## config.mk

```make
export PLATFORM = sky130hd
export DESIGN_NAME = freq_meas_ctrl
export DESIGN_NICKNAME = d
export VERILOG_FILES = /design/src/rtl/freq_pkg.sv /design/src/rtl/freq_meas_ctrl_edge_counter.sv /design/src/rtl/freq_meas_ctrl.sv
export SDC_FILE = /design/constraint.sdc
export NUM_CORES = 1
export LEC_CHECK = 0
export CAP_MARGIN = 20
export CORE_AREA = 2 2 162 164
export DETAILED_ROUTE_END_ITERATION = 12
export DIE_AREA = 0 0 164 166
export GPL_ROUTABILITY_DRIVEN = 0
export HOLD_SLACK_MARGIN = 0.12
export PLACE_DENSITY = 0.77
export SETUP_SLACK_MARGIN = 0.4
export SYNTH_ARGS = -nofsm -noshare
export SYNTH_HDL_FRONTEND = slang
export SYNTH_SLANG_ARGS = --single-unit
```

## constraint.sdc

```tcl
create_clock -name clk -period 14.96 [get_ports clk]
set_input_delay 2.244 -clock clk [delete_from_list [all_inputs] [get_ports clk]]
set_output_delay 2.244 -clock clk [all_outputs]
set_load 0.03 [all_outputs]
```

## src/rtl/freq_pkg.sv

```systemverilog
// Shared types and constants for the frequency-measurement sequencer:
// FSM state encoding, range type and per-range decade/gate helpers.
package freq_pkg;

  typedef logic [2:0] state_t;

  localparam state_t ST_IDLE    = 3'd0;
  localparam state_t ST_ARM     = 3'd1;
  localparam state_t ST_GATE    = 3'd2;
  localparam state_t ST_LATCH   = 3'd3;
  localparam state_t ST_PRESENT = 3'd4;

  typedef logic [1:0] range_t;

  // Range r selects a gate of 1 s / 100 ms / 10 ms / 1 ms and a matching multiplier.
  localparam int unsigned DECADE [4] = '{1, 10, 100, 1000};

  function automatic int unsigned gate_len(input int unsigned clk_hz, input range_t r);
    return clk_hz / DECADE[r];
  endfunction

endpackage

```

## src/rtl/freq_meas_ctrl_edge_counter.sv

```systemverilog
// Edge counter: 2-FF synchronizer on sig_in, rising-edge detect and a
// saturating CNT_W-bit counter gated by en and cleared by clr.
module edge_counter #(
  parameter int CNT_W = 32
) (
  input  logic             clk,
  input  logic             rst_n,
  input  logic             clr,
  input  logic             en,
  input  logic             sig_in,
  output logic [CNT_W-1:0] count,
  output logic             sat
);

  logic             r_sync1;
  logic             r_sync2;
  logic             r_prev;
  logic [CNT_W-1:0] r_count;
  logic             r_sat;
  logic             w_rise;

  // NOTE: registers use <= so every flop samples the pre-edge value; blocking here would collapse the sync chain.
  always_ff @(posedge clk) begin
    if (!rst_n) begin
      r_sync1 <= 1'b0;
      r_sync2 <= 1'b0;
      r_prev  <= 1'b0;
    end else begin
      r_sync1 <= sig_in;
      r_sync2 <= r_sync1;
      r_prev  <= r_sync2;
    end
  end

  assign w_rise = r_sync2 & ~r_prev;

  always_ff @(posedge clk) begin
    if (!rst_n || clr) begin
      r_count <= '0;
      r_sat   <= 1'b0;
    end else if (en && w_rise) begin
      if (&r_count) begin
        r_sat <= 1'b1;
      end else begin
        r_count <= r_count + 1'b1;
      end
    end
  end

  assign count = r_count;
  assign sat   = r_sat;

endmodule

```

## src/rtl/freq_meas_ctrl.sv

```systemverilog
// Frequency-measurement sequencer: arm/gate/latch/present FSM, gate timer,
// decade scaling and valid/ready hand-off. Auto-ranging under FREQ_AUTORANGE_EN.
module freq_meas_ctrl
  import freq_pkg::*;
#(
  parameter int unsigned CLK_HZ = 100_000_000,
  parameter int          CNT_W  = 32,
  parameter int unsigned HI_THR = 50_000,
  parameter int unsigned LO_THR = 4_000
) (
  input  logic        clk,
  input  logic        rst_n,
  input  logic        sig_in,
  input  logic        start,
  input  logic        cont,
  input  logic        auto_en,
  input  logic [1:0]  range_sel,
  input  logic        ready,
  output logic        valid,
  output logic [31:0] freq_hz,
  output logic [1:0]  range_used,
  output logic        over,
  output logic        busy
);

  localparam int GATE_W = $clog2(CLK_HZ + 1);
  localparam int P_W    = (CNT_W + 10 > 33) ? CNT_W + 10 : 33;
  localparam int unsigned GATE_LEN [4] = '{gate_len(CLK_HZ, 2'd0), gate_len(CLK_HZ, 2'd1),
                                           gate_len(CLK_HZ, 2'd2), gate_len(CLK_HZ, 2'd3)};

  state_t             r_state;
  range_t             r_range;
  logic [GATE_W-1:0]  r_gate_cnt;
  logic               r_valid;
  logic [31:0]        r_freq;
  range_t             r_range_used;
  logic               r_over;

  logic [CNT_W-1:0]   w_count;
  logic               w_sat;
  logic [P_W-1:0]     w_cnt_ext;
  logic [P_W-1:0]     w_prod;
  logic               w_prod_ovf;
  range_t             w_next_range;

  edge_counter #(.CNT_W(CNT_W)) u_edge_counter (
    .clk    (clk),
    .rst_n  (rst_n),
    .clr    (r_state == ST_ARM),
    .en     (r_state == ST_GATE),
    .sig_in (sig_in),
    .count  (w_count),
    .sat    (w_sat)
  );

  assign w_cnt_ext = P_W'(w_count);

  // NOTE: assign a default before the case so no path leaves w_prod unassigned (no latch).
  always_comb begin
    w_prod = w_cnt_ext;
    case (r_range)
      2'd0:    w_prod = w_cnt_ext;
      2'd1:    w_prod = (w_cnt_ext << 3) + (w_cnt_ext << 1);
      2'd2:    w_prod = (w_cnt_ext << 6) + (w_cnt_ext << 5) + (w_cnt_ext << 2);
      default: w_prod = (w_cnt_ext << 9) + (w_cnt_ext << 8) + (w_cnt_ext << 7)
                      + (w_cnt_ext << 6) + (w_cnt_ext << 5) + (w_cnt_ext << 3);
    endcase
  end

  assign w_prod_ovf = |w_prod[P_W-1:32];

`ifdef FREQ_AUTORANGE_EN
  localparam int CMP_W = (CNT_W > 32) ? CNT_W : 32;

  logic             r_auto_vld;
  range_t           r_auto_r;
  range_t           w_auto_next;
  logic [CMP_W-1:0] w_cnt_cmp;

  assign w_cnt_cmp = CMP_W'(w_count);

  always_comb begin
    w_auto_next = r_range;
    if (w_cnt_cmp >= CMP_W'(HI_THR) && r_range != 2'd3) begin
      w_auto_next = r_range + 2'd1;
    end else if (w_cnt_cmp < CMP_W'(LO_THR) && r_range != 2'd0) begin
      w_auto_next = r_range - 2'd1;
    end
  end

  // The decision is only remembered while auto-ranging; manual runs leave history alone.
  always_ff @(posedge clk) begin
    if (!rst_n) begin
      r_auto_vld <= 1'b0;
      r_auto_r   <= 2'd0;
    end else if (r_state == ST_LATCH && auto_en) begin
      r_auto_vld <= 1'b1;
      r_auto_r   <= w_auto_next;
    end
  end

  assign w_next_range = (auto_en && r_auto_vld) ? r_auto_r : range_sel;
`else
  logic w_unused_auto;
  assign w_unused_auto = auto_en ^ (HI_THR > LO_THR);
  assign w_next_range  = range_sel;
`endif

  always_ff @(posedge clk) begin
    if (!rst_n) begin
      r_state      <= ST_IDLE;
      r_range      <= 2'd0;
      r_gate_cnt   <= '0;
      r_valid      <= 1'b0;
      r_freq       <= '0;
      r_range_used <= 2'd0;
      r_over       <= 1'b0;
    end else begin
      case (r_state)
        ST_IDLE: begin
          if (start) begin
            r_state <= ST_ARM;
            r_range <= w_next_range;
          end
        end
        ST_ARM: begin
          r_gate_cnt <= GATE_W'(GATE_LEN[r_range] - 1);
          r_state    <= ST_GATE;
        end
        ST_GATE: begin
          if (r_gate_cnt == '0) begin
            r_state <= ST_LATCH;
          end else begin
            r_gate_cnt <= r_gate_cnt - 1'b1;
          end
        end
        ST_LATCH: begin
          r_freq       <= w_prod_ovf ? 32'hFFFF_FFFF : w_prod[31:0];
          r_over       <= w_sat | w_prod_ovf;
          r_range_used <= r_range;
          r_valid      <= 1'b1;
          r_state      <= ST_PRESENT;
        end
        ST_PRESENT: begin
          if (r_valid && ready) begin
            r_valid <= 1'b0;
            if (cont) begin
              r_state <= ST_ARM;
              r_range <= w_next_range;
            end else begin
              r_state <= ST_IDLE;
            end
          end
        end
        default: r_state <= ST_IDLE;
      endcase
    end
  end

  assign valid      = r_valid;
  assign freq_hz    = r_freq;
  assign range_used = r_range_used;
  assign over       = r_over;
  assign busy       = (r_state != ST_IDLE);

endmodule
```

### Word-level counts from Yosys, hierarchy flattened

Index checks and enable logic that the tools add are counted.

* latch bits: 0
* memories kept: 0
* word-level logic and storage cells: 77
* bits in writable memories: 0
* ROM bits: 0
* register bits after elaboration: 104

* $mul: 0
* divide/modulo/power cells: 0
* bitwise gates (word level): 5
* $lt $le $gt $ge: 1
* mux-type cells: 18
* equality and inequality tests: 11
* reduce and logical (&&, ||, !) cells: 19
* add/subtract/negate cells: 11
* shift-type cells: 0

Operator list (count)
* $pmux 42 s3: 1
* $mux 27: 3
* $bmux 32 s2: 1
* $pmux 27 s2: 1
* $sub 27x1->27 const B: 2
* $add 41x40->42: 1
* $add 42x35->42: 1
* $add 42x37->42: 1
* $add 42x38->42: 1
* $add 42x39->42: 1
* $add 39x34->40: 1
* $add 38x37->39: 1
* $add 35x33->36: 1
* $reduce_and 33->1: 1
* $add 32x1->32 const B: 1
* $mux 32: 1
* $reduce_and 32->1: 1
* $logic_not 27->1: 1
* $pmux 3 s5: 1
* $ne 2x2->1 const B: 5
* $reduce_or 10->1: 1
* $mux 3: 3
* $eq 3x2->1 const B: 2
* $mux 2: 3
* other kinds (22): 29

### Depth between registers and ports, before layout

* depth in word-level cells: 8
* gate-level depth with buffers: 20
* depth with buffers taken out: 18

### Cells and area by module

From an unflattened synthesis, not the netlist that was laid out.

* cells, all modules: 1862
* area, all modules: 14795.4 um^2

By module, submodules not included
* freq_meas_ctrl: area an instance 13018.7 um^2, cells an instance 1654, instances 1
* edge_counter: area an instance 1776.7 um^2, cells an instance 208, instances 1

### Worst setup path before layout

Ideal clock, no wire load.

* kind: reg-to-reg
* start point: register u_edge_counter.r_count[11], in the netlist u_edge_counter.count[11]
* end point: register r_freq[10], in the netlist freq_hz[10]
* required time: 14.836 ns
* setup slack: 9.748 ns
* arrival time: 5.088 ns
* cell stages (with the launch flop): 21
* period minus slack after synthesis: 5.212 ns
* buffers on the path: 2
* cell sequence: dfxtp_1 -> inv_1 -> fa_1 -> inv_1 -> fa_1 -> inv_1 -> fa_1 -> inv_1 -> ha_1 -> clkbuf_2 -> nand4_1 -> nor4_1 -> o21ai_1 -> a211o_1 -> a211o_1 -> mux2i_1 -> a2bb2oi_2 -> nand4b_4 -> clkbuf_1 -> nor3_1 -> nor3_1

* word-level cells in the longest chain between the ends: 8
* elaborated cells between the ends (all ways): 11

Ends and longest elaborated chain
* start, declared: RTL line freq_meas_ctrl_edge_counter.sv:18 `logic [CNT_W-1:0] r_count;`
* start signal, assigned: RTL line freq_meas_ctrl_edge_counter.sv:45 `r_count <= r_count + 1'b1;`
* $add 41x40->42: RTL line freq_meas_ctrl.sv:65 `default: w_prod = (w_cnt_ext << 9) + (w_cnt_ext << 8) + (w_cnt_ext << 7)`
* $add 42x39->42: RTL line freq_meas_ctrl.sv:65
* $add 42x38->42: RTL line freq_meas_ctrl.sv:66 `+ (w_cnt_ext << 6) + (w_cnt_ext << 5) + (w_cnt_ext << 3);`
* $add 42x37->42: RTL line freq_meas_ctrl.sv:66
* $add 42x35->42: RTL line freq_meas_ctrl.sv:66
* $pmux 42 s3 (*): RTL line freq_meas_ctrl.sv:61 `case (r_range)`
* $reduce_or 10->1 (*): RTL line freq_meas_ctrl.sv:70 `assign w_prod_ovf = |w_prod[P_W-1:32];`
* $mux 32 (*): RTL line freq_meas_ctrl.sv:138 `r_freq <= w_prod_ovf ? 32'hFFFF_FFFF : w_prod[31:0];`
* end signal, assigned: RTL line freq_meas_ctrl.sv:138
* end, declared: RTL line freq_meas_ctrl.sv:35 `logic [31:0] r_freq;`

Mark *: on every way between the ends. The rest lies on a longest branch, timed or not.
A chain may end at the register's enable or synchronous reset.

### Worst setup path in the final report

* start point: register u_edge_counter.r_count[4], in the netlist u_edge_counter.count[4]
* end point: register r_freq[13], in the netlist freq_hz[13]

* word-level cells in the longest chain between the ends: 8
* elaborated cells between the ends (all ways): 11

Ends and longest elaborated chain (RTL line)
* $add 41x40->42: freq_meas_ctrl.sv:65
* $add 42x39->42: freq_meas_ctrl.sv:65
* $add 42x38->42: freq_meas_ctrl.sv:66
* $add 42x37->42: freq_meas_ctrl.sv:66
* $add 42x35->42: freq_meas_ctrl.sv:66
* $pmux 42 s3 (*): freq_meas_ctrl.sv:61
* $reduce_or 10->1: freq_meas_ctrl.sv:70
* $mux 32 (*): freq_meas_ctrl.sv:138

Marks and branches as above.

==> key figures <==
Yosys
  • Top post-synthesis cells by count: inv_1, a21oi_1, fa_1
  • Mapped Cells: 1892
  • Synth Flop Type: dfxtp_1
  • Post-synthesis xor/xnor area fraction: 6.37%
  • Simple-gate share of the synthesized area: 17.6%
  • Most instantiated library cell after synthesis: inv_1
  • Synth cell types: 87
  • Top cells by area, synth: fa_1, dfxtp_1, ha_1, inv_1, a21oi_1
  • Yosys warns: 0
  • #FFs+latches synth: 104
  • Post-synthesis compound-gate area fraction: 22.5%
  • Async SR Flop Fraction: 0%
  • Area leader, netlist: fa_1
  • Adder-Cell Fraction of Synth Area: 31.1%
  • Post-synthesis area per instance: 7.99 um^2
  • Multiplexer area fraction after synthesis: 1.02%
  • Register area share after synthesis: 13.8%
  • Synth Net Count: 2189
  • Post-synth EDFFs: 0
  • Largest family of logic cells by synthesized area: adder cells
  • Synth top area share: 19.3%
  • Mapped cell area: 15100 um^2

Pwr
  • Maximum vdd drop: 0.0565 mV
  • Sequential fraction of design power: 41.1%
  • Switch Pwr: 0.307 mW
  • Clock network power share: 31.5%
  • Logic pwr share: 27.4%
  • Sw frac: 38.0%
  • Leak: 7.31 nW
  • P_int: 0.501 mW
  • PwrDens: 50.2 nW/um^2

Global route
  • Gr ovfl total: 0
  • First-pass GRT wire length: 67500 um
  • Largest net degree at the start of global routing: 50
  • Global-route usage over all layers: 30.5%
  • Vias in the first global route: 13500
  • Initial antenna violation count: 0

Placement
  • IO Port Bufs: 44
  • DP HPWL: 31000 um

Setup path
  • Arrival @ worst endpoint: 7360 ps
  • Slowest-stage cell, CP: dfxtp_1
  • Reg2Reg Setup Slack: 7830 ps
  • Setup crit end: freq_hz[13]
  • Startpoint Class: flip-flop
  • Critical Path Source: u_edge_counter.count[4]
  • Crit-path max cell delay: 800 ps
  • Crit end category: flip-flop
  • Crit Path Max Fanout: 27
  • Worst r2r dst: freq_hz[13]
  • R2R depth: 16
  • FF-to-FF Start: u_edge_counter.count[4]
  • Critical Path RT: 15190 ps
  • CP Cell Sequence: inv_1, fa_1, inv_1, fa_1, fa_1, ha_1, o211ai_1, o21ai_0, o21ai_1, a211oi_1, o21ai_0, o21ai_0, xnor2_1, nand4_2, nor2_1, o32ai_1
  • Crit Path Category: reg -> reg

Detailed routing
  • Pre-Repair DR Iteration Count: 6
  • # DRC: 0
  • Via/cell ratio: 6.28
  • WL met1: 18000 um
  • Metal2 WL: 18600 um
  • WL per Instance: 18.3 um
  • Routed wl met3: 2880 um
  • Routed wire length: 40700 um
  • Via count: 14000
  • Max Used Layer: met4
  • DRT iter0 DRCs: 1472
  • ANT nets after route: 0

Clock tree
  • Num CTS Buffers: 9
  • Post-CTS Hold Buffers: 0
  • Sink Count: 104
  • Resized cells post-CTS: 0
  • TritonCTS clock tree: yes
  • Clk_lat worst skew: 380 ps
  • CTS clk-pin slew, worst paths: 80 ps
  • Clock buffer depth: 2
  • CTS root buf: clkbuf_16
  • Post-CTS Setup Bufs: 0
  • Clock H-tree levels: 3

Hold path
  • Type of the most critical hold path: reg -> reg
  • Cell count of the worst hold path: 1

Cells and area
  • P&R area growth vs syn: 6.46%
  • Layout cell share with drive strength beyond 1: 3.12%
  • Antenna Cells: 0
  • Layout net count: 2183

Timing
  • Fin. max-slew vios: 0
  • Fin crit share: 47.7%
  • Fin Setup TNS: 0 ps
  • Final hold violation count: 0
  • RSZ-0062 raised after global routing: false
  • Max-slew headroom: 29.6%
  • Worst Skew: 16.4 ps
  • Final setup vio count: 0
  • Max frequency: 140 MHz
  • Hold_ws: 444 ps
  • Slew @ Worst Pin: 1060 ps
  • Min Tclk post-route: 7130 ps

Floorplanning
  • Area of the core: 25600 um^2
  • Die area: 27200 um^2
  • Die width: 164 um
  • Row count: 59
  • Die Height: 166 um
  • I/O pin total: 46
  • Initial Utilization: 59.0%

Flow run
  • Max-cap violations: 0

Run status
  • Status: finished, final reports clean
==> worst min path at each step <==
stage / startpoint / to / slack (ps)
global route: u_edge_counter.r_sync1 / u_edge_counter.r_sync2 / 460
detailed placement: u_edge_counter.r_sync1 / u_edge_counter.r_sync2 / 430
finish: u_edge_counter.r_sync1 / u_edge_counter.r_sync2 / 440
global placement: u_edge_counter.r_sync1 / u_edge_counter.r_sync2 / 420
CTS: u_edge_counter.r_sync1 / u_edge_counter.r_sync2 / 450
floorplan: u_edge_counter.r_sync1 / u_edge_counter.r_sync2 / 410
==> cells in the final DEF (no fill, tap or decap), types with 18 or more instances in the layout <==
| master | instances |
|---|---|
| o21bai_1 | 18 |
| xor2_1 | 31 |
| nor4_1 | 28 |
| nand2_1 | 133 |
| dfxtp_1 | 104 |
| o21ai_0 | 124 |
| a21oi_1 | 164 |
| xnor2_1 | 79 |
| clkdlybuf4s50_1 | 44 |
| a211oi_1 | 18 |
| ha_1 | 141 |
| fa_1 | 146 |
| inv_1 | 224 |
| nor3_1 | 100 |
| a21o_1 | 30 |
| nor2_1 | 133 |
| nand4_1 | 27 |
| nand3_1 | 43 |
==> power groups by stage <==
stage	Clock, mW	Combinational [mW]	Sequential [mW]
final	0.254	0.222	0.332
after global routing	0.268	0.244	0.336
after CTS	0.258	0.219	0.331
after detailed placement	0	0.218	0.337
after global placement	0	0.213	0.336
after floorplan	0	0.154	0.340
==> critical path: cells and delay by family, from the launching register on <==
family	cells	cell delay, ps
AOI/OAI and AO/OA	7	2180
DFF	1	800
xor gates and xnor gates	1	170
and+or+nand+nor	2	1410
adders and majority gates	4	2040
buffers and inverters	2	360
==> cell type report <==
| cell class | instances | area [um^2] |
|---|---|---|
| clock buffers | 9 | 225 |
| repair buffers | 59 | 553 |
| inverters | 225 | 845 |
| flip-flops and latches | 104 | 2080 |
| fillers | 2223 | 9520 |
| multi-input cells | 1487 | 11900 |
| well taps | 335 | 419 |
| clock inverters | 7 | 85.1 |
==> logic make-up after synthesis <==
logic type,count (synthesis)
XOR/XNOR,110
AND/OR/NAND/NOR,546
buffers and inverters,301
flip-flops,104
AO/OA/AOI/OAI,528
adder cells (fa/ha/maj),288
multiplexers,15
==> state kept, by name, indices dropped and copies added, names as in the netlist <==
signal and flops:
freq_hz 32, u_edge_counter.count 32, r_gate_cnt 27, r_state 3
r_range 2, range_used 2, over 1, u_edge_counter.r_prev 1
u_edge_counter.r_sync1 1, u_edge_counter.r_sync2 1, u_edge_counter.sat 1, valid 1
==> layer usage <==
metal / global-route usage [%] / vias up
met4: 9.84 / 0
met5: 0 / -
met1: 43.3 / 6696
li1: - / 6633
met2: 49.0 / 560
met3: 2.85 / 87
==> through the flow <==
stage | cells | setup slack [ps] | util (%) | total power [mW] | area (um^2)
global placement | 2210 | 7990 | 61.6 | 0.549 | 15800
finish | 2226 | 7830 | 62.8 | 0.808 | 16100
CTS | 2226 | 7950 | 62.8 | 0.807 | 16100
global route | 2226 | 7470 | 62.8 | 0.848 | 16100
detailed placement | 2210 | 7980 | 61.6 | 0.555 | 15800
floorplan | 1892 | 9750 | - | 0.494 | 15100
Power figures use the tool's default switching activity.
